## src/rtl/ark_pkg.sv

```systemverilog
// Shared definitions for the ark_stream block: default geometry, FSM state
// encoding and the width helper used for index and counter sizing.
package ark_pkg;

   localparam int unsigned ARK_BLOCK_W  = 128;
   localparam int unsigned ARK_LANE_W   = 32;
   localparam int unsigned ARK_NUM_KEYS = 15;

   typedef enum logic [1:0] {
      ARK_IDLE = 2'd0,
      ARK_BUSY = 2'd1,
      ARK_DONE = 2'd2
   } ark_state_e;

   // clog2 clamped to at least one bit so degenerate sizes still give a legal vector
   function automatic int unsigned ark_width(input int unsigned n);
      int unsigned w;
      w = (n <= 1) ? 1 : $clog2(n);
      return w;
   endfunction

endpackage

```

## src/rtl/ark_stream_if.sv

```systemverilog
// Bus bundle for ark_stream: key-bank write port, input block handshake and
// output result handshake. master drives blocks in, slave is the engine.
interface ark_stream_if
   import ark_pkg::*;
#(
   parameter int unsigned BLOCK_W = ARK_BLOCK_W,
   parameter int unsigned IDX_W   = ark_width(ARK_NUM_KEYS)
);

   logic               key_we;
   logic [IDX_W-1:0]   key_idx;
   logic [0:BLOCK_W-1] key_data;

   logic               in_valid;
   logic               in_ready;
   logic [0:BLOCK_W-1] in_data;
   logic [IDX_W-1:0]   in_round;

   logic               out_valid;
   logic               out_ready;
   logic [0:BLOCK_W-1] out_data;
   logic [IDX_W-1:0]   out_round;
   logic               out_err;

   modport master (
      output key_we, key_idx, key_data,
      output in_valid, in_data, in_round,
      output out_ready,
      input  in_ready,
      input  out_valid, out_data, out_round, out_err
   );

   modport slave (
      input  key_we, key_idx, key_data,
      input  in_valid, in_data, in_round,
      input  out_ready,
      output in_ready,
      output out_valid, out_data, out_round, out_err
   );

endinterface

```

## src/rtl/ark_key_bank.sv

```systemverilog
// Round-key storage: NUM_KEYS entries of BLOCK_W bits, one synchronous write
// port and one combinational read port. Out-of-range writes are dropped and
// out-of-range reads return all-zero, which makes a bad round a pass-through.
module ark_key_bank
   import ark_pkg::*;
#(
   parameter int unsigned BLOCK_W  = ARK_BLOCK_W,
   parameter int unsigned NUM_KEYS = ARK_NUM_KEYS,
   parameter int unsigned IDX_W    = ark_width(ARK_NUM_KEYS)
) (
   input  logic               clk,
   input  logic               rst,
   input  logic               we,
   input  logic [IDX_W-1:0]   waddr,
   input  logic [0:BLOCK_W-1] wdata,
   input  logic [IDX_W-1:0]   raddr,
   output logic [0:BLOCK_W-1] rdata
);

   logic [0:BLOCK_W-1] mem_q [NUM_KEYS];
   logic [0:BLOCK_W-1] mem_d [NUM_KEYS];

   // Next bank contents: only an in-range address matches an entry
   always_comb begin
      for (int unsigned i = 0; i < NUM_KEYS; i++) begin
         mem_d[i] = mem_q[i];
         if (we && (waddr == IDX_W'(i))) begin
            mem_d[i] = wdata;
         end
      end
   end

   // Combinational read; unmatched (out-of-range) index yields zero
   always_comb begin
      rdata = '0;
      for (int unsigned i = 0; i < NUM_KEYS; i++) begin
         if (raddr == IDX_W'(i)) begin
            rdata = mem_q[i];
         end
      end
   end

   // Bank registers, cleared to zero on reset
   always_ff @(posedge clk or posedge rst) begin
      if (rst) begin
         for (int unsigned i = 0; i < NUM_KEYS; i++) begin
            mem_q[i] <= '0;
         end
      end else begin
         mem_q <= mem_d;
      end
   end

endmodule

```

## src/rtl/ark_stream.sv

```systemverilog
// ark_stream: XORs a BLOCK_W state block with a round key from a local bank,
// LANE_W bits per cycle, beat 0 covering the most-significant lane (bit 0).
// One block in flight; result is held until the consumer takes it.
module ark_stream
   import ark_pkg::*;
#(
   parameter int unsigned BLOCK_W  = ARK_BLOCK_W,
   parameter int unsigned LANE_W   = ARK_LANE_W,
   parameter int unsigned NUM_KEYS = ARK_NUM_KEYS
) (
   input  logic        clk,
   input  logic        rst,
   ark_stream_if.slave s
);

   localparam int unsigned IDX_W = ark_width(NUM_KEYS);
   localparam int unsigned BEATS = BLOCK_W / LANE_W;
   localparam int unsigned CNT_W = ark_width(BEATS + 1);

   localparam logic [IDX_W:0]   NK_LIMIT  = (IDX_W + 1)'(NUM_KEYS);
   localparam logic [CNT_W-1:0] LAST_BEAT = CNT_W'(BEATS - 1);

   if ((BLOCK_W % LANE_W) != 0) begin : g_bad_lane
      $error("ark_stream: BLOCK_W must be a whole multiple of LANE_W");
   end

   ark_state_e         state_q,     state_d;
   logic [CNT_W-1:0]   cnt_q,       cnt_d;
   logic [0:BLOCK_W-1] data_q,      data_d;
   logic [0:BLOCK_W-1] key_q,       key_d;
   logic [IDX_W-1:0]   round_q,     round_d;
   logic               err_q,       err_d;
   logic               in_ready_q,  in_ready_d;
   logic               out_valid_q, out_valid_d;

   logic [0:BLOCK_W-1] bank_rdata;
   logic [0:LANE_W-1]  lane_data;
   logic [0:LANE_W-1]  lane_key;
   logic [0:LANE_W-1]  lane_res;
   logic               accept;

   ark_key_bank #(
      .BLOCK_W  (BLOCK_W),
      .NUM_KEYS (NUM_KEYS),
      .IDX_W    (IDX_W)
   ) u_key_bank (
      .clk   (clk),
      .rst   (rst),
      .we    (s.key_we),
      .waddr (s.key_idx),
      .wdata (s.key_data),
      .raddr (s.in_round),
      .rdata (bank_rdata)
   );

   assign accept = s.in_valid & in_ready_q;

   // Steer the current beat's lane into a single LANE_W-wide XOR
   always_comb begin
      lane_data = '0;
      lane_key  = '0;
      for (int unsigned k = 0; k < BEATS; k++) begin
         if (cnt_q == CNT_W'(k)) begin
            lane_data = data_q[k*LANE_W +: LANE_W];
            lane_key  = key_q[k*LANE_W +: LANE_W];
         end
      end
      lane_res = lane_data ^ lane_key;
   end

   // FSM next-state and working-register updates
   always_comb begin
      state_d     = state_q;
      cnt_d       = cnt_q;
      data_d      = data_q;
      key_d       = key_q;
      round_d     = round_q;
      err_d       = err_q;
      in_ready_d  = in_ready_q;
      out_valid_d = out_valid_q;

      case (state_q)
         ARK_IDLE: begin
            if (accept) begin
               state_d    = ARK_BUSY;
               cnt_d      = '0;
               data_d     = s.in_data;
               key_d      = bank_rdata;
               round_d    = s.in_round;
               err_d      = ({1'b0, s.in_round} >= NK_LIMIT);
               in_ready_d = 1'b0;
            end
         end
         ARK_BUSY: begin
            for (int unsigned k = 0; k < BEATS; k++) begin
               if (cnt_q == CNT_W'(k)) begin
                  data_d[k*LANE_W +: LANE_W] = lane_res;
               end
            end
            cnt_d = cnt_q + CNT_W'(1);
            if (cnt_q == LAST_BEAT) begin
               state_d     = ARK_DONE;
               out_valid_d = 1'b1;
            end
         end
         ARK_DONE: begin
            if (s.out_ready) begin
               state_d     = ARK_IDLE;
               out_valid_d = 1'b0;
               in_ready_d  = 1'b1;
            end
         end
         default: begin
            state_d     = ARK_IDLE;
            out_valid_d = 1'b0;
            in_ready_d  = 1'b1;
         end
      endcase
   end

   // State and output registers; reset discards any block in flight
   always_ff @(posedge clk or posedge rst) begin
      if (rst) begin
         state_q     <= ARK_IDLE;
         cnt_q       <= '0;
         data_q      <= '0;
         key_q       <= '0;
         round_q     <= '0;
         err_q       <= 1'b0;
         in_ready_q  <= 1'b1;
         out_valid_q <= 1'b0;
      end else begin
         state_q     <= state_d;
         cnt_q       <= cnt_d;
         data_q      <= data_d;
         key_q       <= key_d;
         round_q     <= round_d;
         err_q       <= err_d;
         in_ready_q  <= in_ready_d;
         out_valid_q <= out_valid_d;
      end
   end

   assign s.in_ready  = in_ready_q;
   assign s.out_valid = out_valid_q;
   assign s.out_data  = data_q;
   assign s.out_round = round_q;
   assign s.out_err   = err_q;

endmodule

```

## src/flat_wrapper.sv

```systemverilog
// flat-port wrapper written by rule: the top's interface ports become plain ports
module ark_stream_flat import ark_pkg::*;
#(
   parameter int unsigned BLOCK_W  = ARK_BLOCK_W,
   parameter int unsigned LANE_W   = ARK_LANE_W,
   parameter int unsigned NUM_KEYS = ARK_NUM_KEYS
)
  (clk, rst, s_key_we, s_key_idx, s_key_data, s_in_valid, s_in_data, s_in_round, s_out_ready, s_in_ready, s_out_valid, s_out_data, s_out_round, s_out_err);
  ark_stream_if #(.BLOCK_W(BLOCK_W), .IDX_W((ark_width((15))))) s_i ();
  input  logic clk;
  input  logic rst;
  input wire logic [$bits(s_i.key_we)-1:0] s_key_we;
  input wire logic [$bits(s_i.key_idx)-1:0] s_key_idx;
  input wire logic [$bits(s_i.key_data)-1:0] s_key_data;
  input wire logic [$bits(s_i.in_valid)-1:0] s_in_valid;
  input wire logic [$bits(s_i.in_data)-1:0] s_in_data;
  input wire logic [$bits(s_i.in_round)-1:0] s_in_round;
  input wire logic [$bits(s_i.out_ready)-1:0] s_out_ready;
  output wire logic [$bits(s_i.in_ready)-1:0] s_in_ready;
  output wire logic [$bits(s_i.out_valid)-1:0] s_out_valid;
  output wire logic [$bits(s_i.out_data)-1:0] s_out_data;
  output wire logic [$bits(s_i.out_round)-1:0] s_out_round;
  output wire logic [$bits(s_i.out_err)-1:0] s_out_err;
  assign s_i.key_we = s_key_we;
  assign s_i.key_idx = s_key_idx;
  assign s_i.key_data = s_key_data;
  assign s_i.in_valid = s_in_valid;
  assign s_i.in_data = s_in_data;
  assign s_i.in_round = s_in_round;
  assign s_i.out_ready = s_out_ready;
  assign s_in_ready = s_i.in_ready;
  assign s_out_valid = s_i.out_valid;
  assign s_out_data = s_i.out_data;
  assign s_out_round = s_i.out_round;
  assign s_out_err = s_i.out_err;
  ark_stream #(.BLOCK_W(BLOCK_W), .LANE_W(LANE_W), .NUM_KEYS(NUM_KEYS)) u_core (.clk(clk), .rst(rst), .s(s_i));
endmodule
```

## config.mk

```make
export PLATFORM = sky130hd
export DESIGN_NAME = ark_stream_flat
export DESIGN_NICKNAME = d
export VERILOG_FILES = /design/src/rtl/ark_pkg.sv /design/src/rtl/ark_stream_if.sv /design/src/rtl/ark_key_bank.sv /design/src/rtl/ark_stream.sv /design/src/flat_wrapper.sv
export SDC_FILE = /design/constraint.sdc
export NUM_CORES = 2
export LEC_CHECK = 0
export ABC_AREA = 0
export CORE_MARGIN = 1
export CORE_UTILIZATION = 58
export CTS_CLUSTER_DIAMETER = 150
export CTS_CLUSTER_SIZE = 25
export DETAILED_ROUTE_END_ITERATION = 8
export HOLD_SLACK_MARGIN = 0.03
export PLACE_DENSITY = 0.77
export SYNTH_ARGS = -nofsm -noshare
export SYNTH_HDL_FRONTEND = slang
export SYNTH_SLANG_ARGS = --single-unit
```

## constraint.sdc

```tcl
create_clock -name clk -period 178.7 [get_ports clk]
set_input_delay 26.805 -clock clk [delete_from_list [all_inputs] [get_ports clk]]
set_output_delay 26.805 -clock clk [all_outputs]
set_load 0.02 [all_outputs]
```

==> metrics.md <==
| Metric | Value |
|---|---|
| Outcome | complete, but fails checks |
| Failing checks | design-rule violations |
| Detailed-routing iteration count for the pre-antenna-repair pass | 9 |
| VDD IR-drop max | 0.00000793 V |
| Power density over the cells | 12.3 nW/um2 |
| Final period utilization | 0.182 |
| Gate count after technology mapping | 8,054 |
| Maximum number of pins on one net before global-route repair | 178 |
| Simple-gate portion of the synthesized area | 0.0405 |
| Main combinational cell family by area after synthesis | multiplexers |
| Count of port buffers added during placement | 403 |
| Number of endpoints with negative hold slack in the final report | 0 |
| Area growth, synth to finish | 7.80% |
| Share of cells above drive strength 1 | 0.293 |
| Peak Freq | 30.7 MHz |
| Die width | 418 um |
| Pin slew with the least headroom to its limit | 1350 ps |
| Minimum clock period after layout | 32,600 ps |
| Setup repair after global routing missed its margin | no |
| Most frequently used flop master after synthesis | sky130_fd_sc_hd__dfrtp_1 |
| Adder-cell area share of the yosys netlist | 0.000623 |
| Overall routing resource usage | 0.384 |
| Average vias per placed instance | 7.02 |
| Hold Crit Class | reg2reg |
| Starting density of the core | 0.584 |
| Maxcap violations | 0 |
| Slowest cell on the critical path | sky130_fd_sc_hd__buf_4 |
| Max_slew headroom | 0.0988 |
| Buffer and inverter count on the worst path | 8 |
| Boundary Pins | 404 |
| Multiplexer area fraction after synthesis | 0.253 |
| Fin nets | 8,230 |
| Yosys synthesis warning count | 0 |
| Number of buffers added to fix hold violations after cts | 0 |
| Number of different library cells in the post-synthesis netlist | 79 |
| Antenna violations before repair | 50 |
| Crit Path Class | in2async |
| CP dominant cell by count | sky130_fd_sc_hd__buf_4 |
| Dpl hpwl | 203,000 um |
| Flip-flop and latch count after synthesis | 2,188 |
| Setup repair bufs after CTS | 0 |
| Post-synth design cell area | 100,000 um2 |
| Area of the die | 175,000 um2 |
| CP Data Required Time | 179,450 ps |
| Number of gates resized after cts | 0 |
| Cell Rows | 152 |
| Final estimated routing congestion in global placement | 0.920 |
| Post-detailed-route wirelength per cell | 32.8 um |
| Fin Setup TNS | 0 ps |
| Maximum buffer depth of the clock tree | 3 |
| First DRT Iteration DRCs | 10,200 |
| Sequential area share after synthesis | 0.545 |
| EDFF count, synth | 0 |
| Total design power | 1.34 mW |
| DRT antenna net count | 0 |
| Fin Clk Skew | 37.0 ps |
| CP Data Arrival Time | 33,350 ps |
| Die Ht | 418 um |
| Wire length of the first global-routing pass | 493,000 um |
| Critical Path Max Stage Delay | 910 ps |
| Number of global-route vias before repair | 72,600 |
| Fraction of the mapped netlist area in compound gates | 0.114 |
| Detailed-route via count | 72,400 |
| TritonCTS Buffers | 97 |
| CTS tree | done |
| List of cells traversed by the critical path | clkdlybuf4s50_1 -> inv_8 -> buf_4 -> buf_4 -> buf_4 -> buf_4 -> buf_4 -> buf_4 |
| Clock latency on the worst-skew pair | 780 ps |
| Overall routed net length | 338,000 um |
| Startpoint type of the worst setup path | primary input |
| Reg clk slew, reported paths | 100 ps |
| Aggregate global routing overflow | 0 |
| H-tree depth | 3 |
| Number of setup violations in the final report | 0 |
| Flop2flop setup slack | 175,000 ps |
| Family with the most delay on the worst path | buffers and inverters |
| Mapped Nets | 8,328 |
| Leakage | 45.8 nW |
| Crit path max fanout | 126 |
| Asr flop ratio synth | 1.00 |
| Root buffer cell | sky130_fd_sc_hd__clkbuf_16 |
| Number of remaining DRC errors | 2 |
| Final-report max-slew violation count | 0 |
| Xor/xnor cell area share of the yosys netlist | 0.0112 |
| Number of clock sinks | 2,188 |
| Average instance area after synthesis | 12.5 um2 |
| Element type at the critical path end | asynchronous set/reset pin |
| Area of the core | 172,000 um2 |
[cells by family (layout without fill, tap and decap cells)]
kind of cell	Yosys count	after routing
AND/OR/NAND/NOR	950	950
AO/OA/AOI/OAI	1739	1739
multiplexers	2246	2246
XOR/XNOR	128	128
adder cells (fa/ha/maj)	5	5
other	0	34
flip-flops	2188	2188
buffers and inverters	798	715
[final timing paths]
check / start / end / depth (start not counted)
worst max-delay path: rst / u_core.u_key_bank.mem_q[1861]$_DFFE_PP0P_ / 8
worst min-delay path: u_core.s.out_round[3]$_DFFE_PP0P_ / u_core.s.out_round[3]$_DFFE_PP0P_ / 2
worst max register to register: u_core.state_q[1]$_DFFE_PP0P_ / u_core.key_q[10]$_DFFE_PP0P_ / 7
worst min register to register: u_core.s.out_round[3]$_DFFE_PP0P_ / u_core.s.out_round[3]$_DFFE_PP0P_ / 2
max in group clk: s_in_round[0] / u_core.key_q[125]$_DFFE_PP0P_ / 12
min in group asynchronous: rst / u_core.u_key_bank.mem_q[1145]$_DFFE_PP0P_ / 2
[area by class of cell]
cell class / count / area (um2)
Fill cell: 13100 / 63600
Sequential cell: 2188 / 54800
Multi-Input combinational cell: 5068 / 42500
Timing Repair Buffer: 555 / 5340
Tap cell: 2310 / 2890
Clock buffer: 110 / 2540
Inverter: 46 / 183
Antenna cell: 34 / 85.1
Clock inverter: 4 / 41.3
[power by group]
group | internal [mW] | switching (mW)
Sequential | 0.623 | 0.124
Combinational | 0.169 | 0.161
Clock | 0.101 | 0.157
[layout by cell type, fill, tap and decap left out, drive strengths merged, types with 26 or more instances in the layout]
cell type / n
o21a: 26
a221oi: 75
mux2: 1946
nor3: 49
inv: 47
xor2: 64
a22oi: 126
clkbuf: 111
mux2i: 260
o22ai: 187
a211oi: 66
xnor2: 64
diode: 34
a22o: 48
nand2: 321
a31oi: 93
a222oi: 52
mux4: 40
a21oi: 315
nor2: 447
o21ai: 406
dfrtp: 2187
buf: 155
o211ai: 69
nor2b: 33
clkdlybuf4s50: 399
nand3: 27
o221ai: 95
o31ai: 58
[flip-flops by register name, indices dropped and copies added, names as in the netlist]
signal / flops
u_core.u_key_bank.mem_q: 1920
u_core.key_q: 128
u_core.s.out_data: 128
u_core.s.out_round: 4
u_core.cnt_q: 3
u_core.state_q: 2
u_core.s.in_ready: 1
u_core.s.out_err: 1
u_core.s.out_valid: 1
[stage by stage]
step | hold WS (ps) | area, um2 | util | setup slack, ps | std cells
after floorplan | 468 | 100000 | - | 90080 | 8054
after global placement | 465 | 106000 | 0.615 | 145350 | 10200
after detailed placement | 477 | 106000 | 0.615 | 145170 | 10200
after CTS | 499 | 108000 | 0.630 | 145990 | 10300
after global routing | 518 | 108000 | 0.630 | 145180 | 10300
final | 501 | 108000 | 0.630 | 146100 | 10300
[tightest hold or removal path, cell delays in order, from the launching register on]
cell and delay (ps):
sky130_fd_sc_hd__dfrtp_1 370, sky130_fd_sc_hd__nand2_1 50, sky130_fd_sc_hd__nand2_1 50
[routing by layer]
| metal | vias up | GRT usage | share of wire |
|---|---|---|---|
| li1 | 29100 | - | - |
| met1 | 37600 | 0.483 | 0.36 |
| met2 | 4584 | 0.585 | 0.45 |
| met3 | 1102 | 0.101 | 0.11 |
| met4 | 18 | 0.257 | 0.076 |
| met5 | - | 0 | 0.00036 |
[cell usage after synthesis (42+ instances only)]
cell                       number  area [um2]
sky130_fd_sc_hd__dfrtp_1     2187       54700
sky130_fd_sc_hd__mux2_2      1946       21900
sky130_fd_sc_hd__clkbuf_1     479        1800
sky130_fd_sc_hd__nor2_1       433        1630
sky130_fd_sc_hd__o21ai_0      388        1940
sky130_fd_sc_hd__nand2_1      317        1190
sky130_fd_sc_hd__a21oi_1      315        1580
sky130_fd_sc_hd__mux2i_1      260        2600
sky130_fd_sc_hd__o22ai_1      187        1170
sky130_fd_sc_hd__buf_2        178         891
sky130_fd_sc_hd__a22oi_1      126         946
sky130_fd_sc_hd__o221ai_1      95         832
sky130_fd_sc_hd__a31oi_1       93         582
sky130_fd_sc_hd__a221oi_1      75         657
sky130_fd_sc_hd__o211ai_1      69         518
sky130_fd_sc_hd__a211oi_1      66         495
sky130_fd_sc_hd__xnor2_1       64         561
sky130_fd_sc_hd__xor2_1        64         561
sky130_fd_sc_hd__o31ai_1       58         435
sky130_fd_sc_hd__a222oi_1      52         521
sky130_fd_sc_hd__buf_4         49         368
sky130_fd_sc_hd__a22o_1        48         420
sky130_fd_sc_hd__nor3_1        47         235
sky130_fd_sc_hd__inv_1         42         158
(Power assumes the default switching activity.)
